<file path="config.mk">
export PLATFORM = sky130hd
export DESIGN_NAME = tile_grid_video_gen
export DESIGN_NICKNAME = d
export VERILOG_FILES = /design/src/rtl/tile_grid_video_gen.sv
export SDC_FILE = /design/constraint.sdc
export NUM_CORES = 1
export LEC_CHECK = 0
export BUFFER_PORTS_ARGS = -buffer_cell sky130_fd_sc_hd__buf_2
export CAP_MARGIN = 20
export CORE_AREA = 2 2 102 104
export CTS_BUF_LIST = sky130_fd_sc_hd__clkbuf_16
export DETAILED_ROUTE_END_ITERATION = 10
export DIE_AREA = 0 0 104 106
export GPL_ROUTABILITY_DRIVEN = 0
export PLACE_DENSITY_LB_ADDON = 0.08
export SYNTH_ARGS = -nofsm -noshare
export SYNTH_HDL_FRONTEND = slang
export SYNTH_SLANG_ARGS = --single-unit
</file>
<file path="constraint.sdc">
create_clock -name clk -period 8.38 [get_ports clk]
set_clock_uncertainty 0.2 [all_clocks]
set_input_delay 0.838 -clock clk [delete_from_list [all_inputs] [get_ports clk]]
set_output_delay 0.838 -clock clk [all_outputs]
set_load 0.005 [all_outputs]
</file>
<file path="src/rtl/tile_grid_video_gen.sv">
// tile_grid_video_gen: two-stage pixel generator for the 2048 board.
// Stage 1 resolves pixel geometry (board/tile hit, column, row) with parallel
// range compares; stage 2 looks up the tile exponent in the frame-latched
// shadow board and drives the palette colour. Everything advances on pix_en.
module tile_grid_video_gen #(
    parameter int GRID_N       = 4,
    parameter int VAL_W        = 4,
    parameter int TILE_PX      = 100,
    parameter int GAP_PX       = 10,
    parameter int ORIGIN_X     = 100,
    parameter int ORIGIN_Y     = 20,
    parameter int BLINK_FRAMES = 30
) (
    input  logic                            clk,
    input  logic                            rst_n,
    input  logic                            pix_en,
    input  logic [9:0]                      x,
    input  logic [9:0]                      y,
    input  logic                            active,
    input  logic                            frame_start,
    input  logic [GRID_N*GRID_N*VAL_W-1:0]  board,
    input  logic                            hl_en,
    input  logic [5:0]                      hl_idx,
    output logic [7:0]                      r,
    output logic [7:0]                      g,
    output logic [7:0]                      b,
    output logic                            de_out
);

    localparam int NT    = GRID_N * GRID_N;
    localparam int PITCH = TILE_PX + GAP_PX;
    localparam int SPAN  = GRID_N * TILE_PX + (GRID_N + 1) * GAP_PX;
    localparam int CW    = (GRID_N > 1) ? $clog2(GRID_N) : 1;
    localparam int BW    = (BLINK_FRAMES > 1) ? $clog2(BLINK_FRAMES) : 1;

    // ---------------- frame-latched state ----------------
    logic [NT*VAL_W-1:0] shadow;
    logic                sh_hl_en;
    logic [5:0]          sh_hl_idx;
    logic [BW-1:0]       blink_cnt;
    logic                blink_ph;

    // Latch board/highlight and step the blink counter once per frame
    always_ff @(posedge clk or negedge rst_n) begin
        if (!rst_n) begin
            shadow    <= '0;
            sh_hl_en  <= 1'b0;
            sh_hl_idx <= '0;
            blink_cnt <= '0;
            blink_ph  <= 1'b0;
        end else if (pix_en && frame_start) begin
            shadow    <= board;
            sh_hl_en  <= hl_en;
            sh_hl_idx <= hl_idx;
            if (blink_cnt == BW'(BLINK_FRAMES - 1)) begin
                blink_cnt <= '0;
                blink_ph  <= ~blink_ph;
            end else begin
                blink_cnt <= blink_cnt + 1'b1;
            end
        end
    end

    // ---------------- stage 1: geometry ----------------
    logic [9:0]        dx, dy;
    logic [31:0]       xw, yw;
    logic              in_board_c, in_tile_c;
    logic [GRID_N-1:0] col_hit, row_hit;
    logic [CW-1:0]     col_c, row_c;

    // Offsets wrap as 10-bit unsigned, so pixels left/above the origin fall out of the board
    assign dx = x - 10'(ORIGIN_X);
    assign dy = y - 10'(ORIGIN_Y);
    assign xw = {22'd0, x};
    assign yw = {22'd0, y};
    assign in_board_c = ({22'd0, dx} < 32'(SPAN)) && ({22'd0, dy} < 32'(SPAN));

    for (genvar c = 0; c < GRID_N; c++) begin : g_axis
        localparam int LO_X = ORIGIN_X + GAP_PX + c * PITCH;
        localparam int LO_Y = ORIGIN_Y + GAP_PX + c * PITCH;
        assign col_hit[c] = (xw >= 32'(LO_X)) && (xw < 32'(LO_X + TILE_PX));
        assign row_hit[c] = (yw >= 32'(LO_Y)) && (yw < 32'(LO_Y + TILE_PX));
    end

    assign in_tile_c = (|col_hit) && (|row_hit);

    // One-hot hit vectors to binary column/row
    always_comb begin
        col_c = '0;
        row_c = '0;
        for (int i = 0; i < GRID_N; i++) begin
            if (col_hit[i]) col_c = CW'(i);
            if (row_hit[i]) row_c = CW'(i);
        end
    end

    logic          s1_in_board, s1_in_tile, s1_active;
    logic [CW-1:0] s1_col, s1_row;

    // Stage-1 pipeline register
    always_ff @(posedge clk or negedge rst_n) begin
        if (!rst_n) begin
            s1_in_board <= 1'b0;
            s1_in_tile  <= 1'b0;
            s1_col      <= '0;
            s1_row      <= '0;
            s1_active   <= 1'b0;
        end else if (pix_en) begin
            s1_in_board <= in_board_c;
            s1_in_tile  <= in_tile_c;
            s1_col      <= col_c;
            s1_row      <= row_c;
            s1_active   <= active;
        end
    end

    // ---------------- stage 2: colour ----------------
    function automatic logic [23:0] palette(input logic [VAL_W-1:0] v);
        case (int'(v))
            0:       return 24'hCDC1B4;
            1:       return 24'hEEE4DA;
            2:       return 24'hEDE0C8;
            3:       return 24'hF2B179;
            4:       return 24'hF59563;
            5:       return 24'hF67C5F;
            6:       return 24'hF65E3B;
            7:       return 24'hEDCF72;
            8:       return 24'hEDCC61;
            9:       return 24'hEDC850;
            10:      return 24'hEDC53F;
            11:      return 24'hEDC22E;
            default: return 24'h3C3A32;
        endcase
    endfunction

    logic [5:0]       tidx;
    logic [VAL_W-1:0] tile_v;
    logic             hl_hit;
    logic [23:0]      rgb_c;

    // tidx is always < NT, so an out-of-range highlight index can never match
    assign tidx   = 6'(s1_row) * 6'(GRID_N) + 6'(s1_col);
    assign hl_hit = sh_hl_en && (sh_hl_idx == tidx) && blink_ph;

    // Tile exponent mux from the shadow board
    always_comb begin
        tile_v = '0;
        for (int i = 0; i < NT; i++) begin
            if (tidx == 6'(i)) tile_v = shadow[i*VAL_W +: VAL_W];
        end
    end

    // Colour priority: blanking, outside board, gap, highlight, palette
    always_comb begin
        rgb_c = 24'h000000;
        if (s1_active && s1_in_board) begin
            if (!s1_in_tile)  rgb_c = 24'hBBADA0;
            else if (hl_hit)  rgb_c = 24'hFFFFFF;
            else              rgb_c = palette(tile_v);
        end
    end

    // Stage-2 output register
    always_ff @(posedge clk or negedge rst_n) begin
        if (!rst_n) begin
            r      <= '0;
            g      <= '0;
            b      <= '0;
            de_out <= 1'b0;
        end else if (pix_en) begin
            r      <= rgb_c[23:16];
            g      <= rgb_c[15:8];
            b      <= rgb_c[7:0];
            de_out <= s1_active;
        end
    end

endmodule
</file>
[Word-level counts from Yosys, hierarchy flattened]
Memory sizes are Yosys's and may differ from the RTL's.
Index checks and enable logic that the tools add are counted.
Word-level totals
  bits in registers: 109
  ROM bits: 384
  bits of input ports: 96
  memories kept: 1
Memories
  (name not given): words 16, bits a word 24, rd ports 1, clocked after Yosys merged registers in 0, write ports 0, RTL line 119  | case (int'(v))
Operators by class
  add/subtract/negate cells: 4
  magnitude comparators: 18
  equality and inequality tests: 17
  mux-type cells: 26
  bitwise operators: 1
  reduce and logical (&&, ||, !) cells: 18
Operator list (number)
  24-bit 2-to-1 mux: 3
  4-bit 2-to-1 mux: 16
  10-bit by 9-bit < comparator with 1-bit output (second input constant): 6
  5-bit by 4-bit equality test with 1-bit output (second input constant): 8
  10-bit by 8-bit greater-or-equal comparator with 1-bit output (second input constant): 3
  10-bit by 9-bit greater-or-equal comparator with 1-bit output (second input constant): 3
  10-bit by 8-bit < comparator with 1-bit output (second input constant): 3
  5-bit by 3-bit equality test with 1-bit output (second input constant): 4
  1-bit logical AND: 14
  5-bit by 2-bit equality test with 1-bit output (second input constant): 2
  10-bit by 5-bit greater-or-equal comparator with 1-bit output (second input constant): 1
  10-bit by 7-bit greater-or-equal comparator with 1-bit output (second input constant): 1
  10-bit < comparator (second input constant): 1
  10-bit by 5-bit subtractor with 10-bit output (second input constant): 1
  10-bit by 7-bit subtractor with 10-bit output (second input constant): 1
  2-bit 2-to-1 mux: 4
  4-bit OR reduction: 2
  6-bit by 5-bit equality test with 1-bit output: 1
  6-bit logical NOT: 1
  4-bit by 2-bit adder with 5-bit output: 1
  5-bit by 1-bit adder with 5-bit output (second input constant): 1
  5-bit by 1-bit equality test with 1-bit output (second input constant): 1
  5-bit equality test (second input constant): 1
  5-bit 2-to-1 mux: 1
  3 further kinds: 4

[Longest topological paths before layout]
An unclocked memory read counts as a cell.
  word-level depth: 22
  mapped depth: 11
  gate-level depth less buffers: 9

[Least setup slack after synthesis]
OpenSTA, ideal clock, no wires.
  kind: register to register
  start: register s1_col[1]
  end: register b[2]
  setup time: 87 ps
  arrival: 2413 ps
  data required time: 8093 ps
  path slack: 5680 ps
  stages on the path, launching flop included: 11
  path buffers: 1
  clock period less this slack: 2700 ps
  cell sequence: dfrtp_1 -> buf_6 -> mux2_4 -> a222oi_1 -> o211ai_1 -> a22o_1 -> inv_1 -> ha_1 -> nor3_1 -> or4b_1 -> o211ai_1
On the way
  cells in the longest elaborated chain, start to end: 22
  elaborated cells between the ends (all ways): 40
  classes of those cells: add/sub (1); eq/ne (16); mux (19); reduce/logical (3); memory (1)
RTL lines
  start, declared: RTL line 98  | logic [CW-1:0] s1_col, s1_row;
  start signal, assigned: RTL line 111  | s1_col <= col_c;
  4-bit by 2-bit adder with 5-bit output (*): RTL line 142  | assign tidx = 6'(s1_row) * 6'(GRID_N) + 6'(s1_col);
  6-bit logical NOT: RTL line 149  | if (tidx == 6'(i)) tile_v = shadow[i*VAL_W +: VAL_W];
  4-bit 2-to-1 mux (16 in series): RTL line 149
  memory read 16 x 24 bit
  24-bit 2-to-1 mux (*): RTL line 158  | else if (hl_hit) rgb_c = 24'hFFFFFF;
  24-bit 2-to-1 mux (*): RTL line 157  | if (!s1_in_tile) rgb_c = 24'hBBADA0;
  24-bit 2-to-1 mux (*): RTL line 156  | if (s1_active && s1_in_board) begin
  end signal, assigned: RTL line 173  | b <= rgb_c[7:0];
  end, declared: RTL line 26  | output logic [7:0] b,
Every way passes the cells marked *; elsewhere a longest branch is shown, timed or not.
A chain may end at the register's enable or synchronous reset.

[Worst setup path in the final report]
  start: register s1_col[0]
  end: register b[3]
Same word-level chain as after synthesis.

==> flow_metrics.tcl <==
set metrics [dict create \
    gr-usage-all-layers_pct 24.9 \
    dp.cells 747 \
    globalRoute.totalOverflow 0 \
    drive_above_1_share_pct 35.6 \
    effective_utilization_at_floorplan_pct 58.5 \
    synth_simple_gate_area_share_pct 11.4 \
    synth-xor-area-share_pct 1.05 \
    drc 0 \
    worst_path_clk_slew_ns 0.07 \
    syn_nets 632 \
    synth_compound_gate_area_share_pct 17.0 \
    synth-adder-area-share_pct 1.93 \
    yosys_most_used_dff "dfrtp_1" \
    grt_start_max_net_pins 80 \
    via_per_inst 5.99 \
    most-common-layout-cells "buf_2, dfrtp_1, mux2_2, a21oi_1, nor2_1" \
    cts_tree "done" \
    yosys_warnings 0 \
    rsz0062_at_grt "no" \
    ys_types 79 \
    cellLeakagePower_nw 3.08 \
    cts.sink_count 109 \
    post_cts_hold_buffer_count 0 \
    clk_latency_worst_skew_pair_ns 0.35 \
    drtAntennaViolNets 0 \
    synth.ff_latch_count 109 \
    post_synth_mux_area_share_pct 18.2 \
    core_region_area_um2 10000 \
    first_pass_grt_wire_length_um 22000 \
    worstPathMaxFanout 28 \
    post-route-period-util_pct 45.0 \
    critical_path.startpoint_type "flip-flop" \
    cts_made_buffers 9 \
    routedWlPerCell_um 17.3 \
    io_pins 121 \
    cts_root_buf "clkbuf_16" \
    worst-endpoint-required_ns 8.44 \
    rows 37 \
    setup_viol 0 \
    final-instance-count-excl-fill 762 \
    synth-edff-count 0 \
    overall_die_area_um2 11000 \
    ctsResizeCount 0 \
    number_of_antenna_violations_at_the_first_check_in_global_routing 0 \
    arrival_ns 3.83 \
    path_class "reg -> reg" \
    first_pass_iters 5 \
    final_common_cell "buf_2" \
    detailed_place.area_um2 6460 \
    synthesis.instances 527 \
    worst_ir_drop_vdd_mv 0.140 \
    reg_to_reg_slack_setup_ns 4.61 \
    avgSynthCellArea_um2 11.1 \
    detailroute.via_count 4567 \
    fmaxAchievable_ghz 0.265 \
    powerDensity_nw_per_um2 217 \
    tightest_slew_ns 1.05 \
    wirelength_um 13200 \
    buffer_ports.inserted 118 \
    cts_setup_buffers 0 \
    area_growth_syn_to_layout_pct 16.0 \
    postLayoutCellArea_um2 6790 \
    drt_first_iter_violations 255 \
    slew_headroom_pct 30.2 \
    layout_min_cycle_time_ns 3.77 \
    die_x_um 104 \
    hpwl_um 9260 \
    synthArstFlopShare_pct 100 \
    cts_buffer_depth 2 \
    layout.nets 727 \
    syn-cell-area_um2 5850 \
    fin_setup_tns_ns 0 \
    die_height_um 106 \
    cts_max_level 3 \
    combinational_family_with_the_most_area_after_synthesis "multiplexers" \
    vias_in_the_first_global_route 4592 \
    max_cap_viol_count 0 \
    synth_sequential_area_ratio_pct 46.6 \
    hold_viol_final 0 \
    status "finished, final reports clean" \
    hp-class "in -> async" \
    crit_path_end_kind "flip-flop" \
    count_of_pins_over_their_slew_limit 0 \
    insertedDiodeCount 0 \
]
==> per-layer routing <==
metal	global-route usage, %	wire length (um)	up-vias
li1	-	-	2176
met1	32.9	5800	2251
met2	42.6	6580	123
met3	3.74	619	17
met4	8.11	204	0
met5	0	0	-
==> worst max-delay path, cell delays in order, from the launching register on <==
cell and delay [ns]:
dfrtp_1 1.03, mux2_2 0.42, a222oi_1 0.38, o211ai_1 0.25, a22o_1 0.37, ha_1 0.44, inv_1 0.10, o311a_1 0.35
a22oi_1 0.15
==> stage by stage <==
step           power, mW  hold slack (ns)  setup WS, ns  util (%)
6_report            1.48            0.222          4.61      67.9
4_1_cts             1.48            0.246          4.62      67.9
3_3_place_gp       0.998            0.263          4.68      64.6
5_1_grt             1.55            0.261          4.46      67.9
3_5_place_dp        1.01            0.273          4.63      64.6
2_1_floorplan      0.907            0.245          5.68         -
==> sequential cells by signal, summed over array words and instances, names as in the netlist <==
register and count:
shadow 64, g 8, s1_in_board 1, s1_active 1, blink_cnt 5, s1_row 2, s1_col 2, r 8
sh_hl_en 1, sh_hl_idx 6, s1_in_tile 1, de_out 1, blink_ph 1, b 8
==> area by class of cell <==
cell class                      count  area [um^2]
Multi-Input combinational cell    369         2910
Tap cell                          136          170
Clock inverter                      6          103
Fill cell                         823         3210
Clock buffer                        9          225
Sequential cell                   109         2730
Timing Repair Buffer              120          608
Inverter                           13         48.8
==> Yosys cell counts (all sizes together) (4+ instances only) <==
master,n,area [um^2]
clkbuf,16,60.1
o211ai,10,75.1
mux4,4,90.1
o22ai,4,25.0
inv,12,45.0
a211oi,4,30.0
a21boi,4,30.0
mux2i,9,90.1
nor2,24,97.6
xor2,5,43.8
mux2,78,882
nor3,17,85.1
o21ai,21,105
ha,9,113
nand2b,5,31.3
a21oi,24,124
dfrtp,109,2730
a22o,8,70.1
nand2,22,82.6
a22oi,4,30.0
buf,20,115
o2bb2ai,4,35.0
nor2b,12,75.1
a31oi,7,43.8
nand4,6,37.5
a21o,4,30.0
o31ai,5,37.5
nand3,13,65.1
==> path summary, 6_finish.rpt <==
path | startpoint | to | cells past startpoint
setup / recovery | s1_col[0] | b[3] | 8
hold / removal | rst_n | de_out | 1
setup reg to reg | s1_col[0] | b[3] | 8
hold reg to reg | r[7] | r[7] | 1
max in group asynchronous | rst_n | b[2] | 2
min in group clk | r[7] | r[7] | 1
==> power breakdown <==
part	leakage, nW	switching, mW	total [mW]	internal (mW)
clock network	0.160	0.182	0.470	0.288
logic	1.58	0.191	0.354	0.163
registers	1.34	0.0540	0.652	0.598
==> cell families (layout without fill, tap and decap cells) <==
| group | Yosys count | after routing |
|---|---|---|
| AO/OA/AOI/OAI | 138 | 138 |
| AND/OR/NAND/NOR | 124 | 124 |
| flip-flops | 109 | 109 |
| multiplexers | 91 | 91 |
| buffers and inverters | 49 | 148 |
| adder cells (fa/ha/maj) | 9 | 9 |
| XOR/XNOR | 7 | 7 |
(Power assumes the default switching activity.)
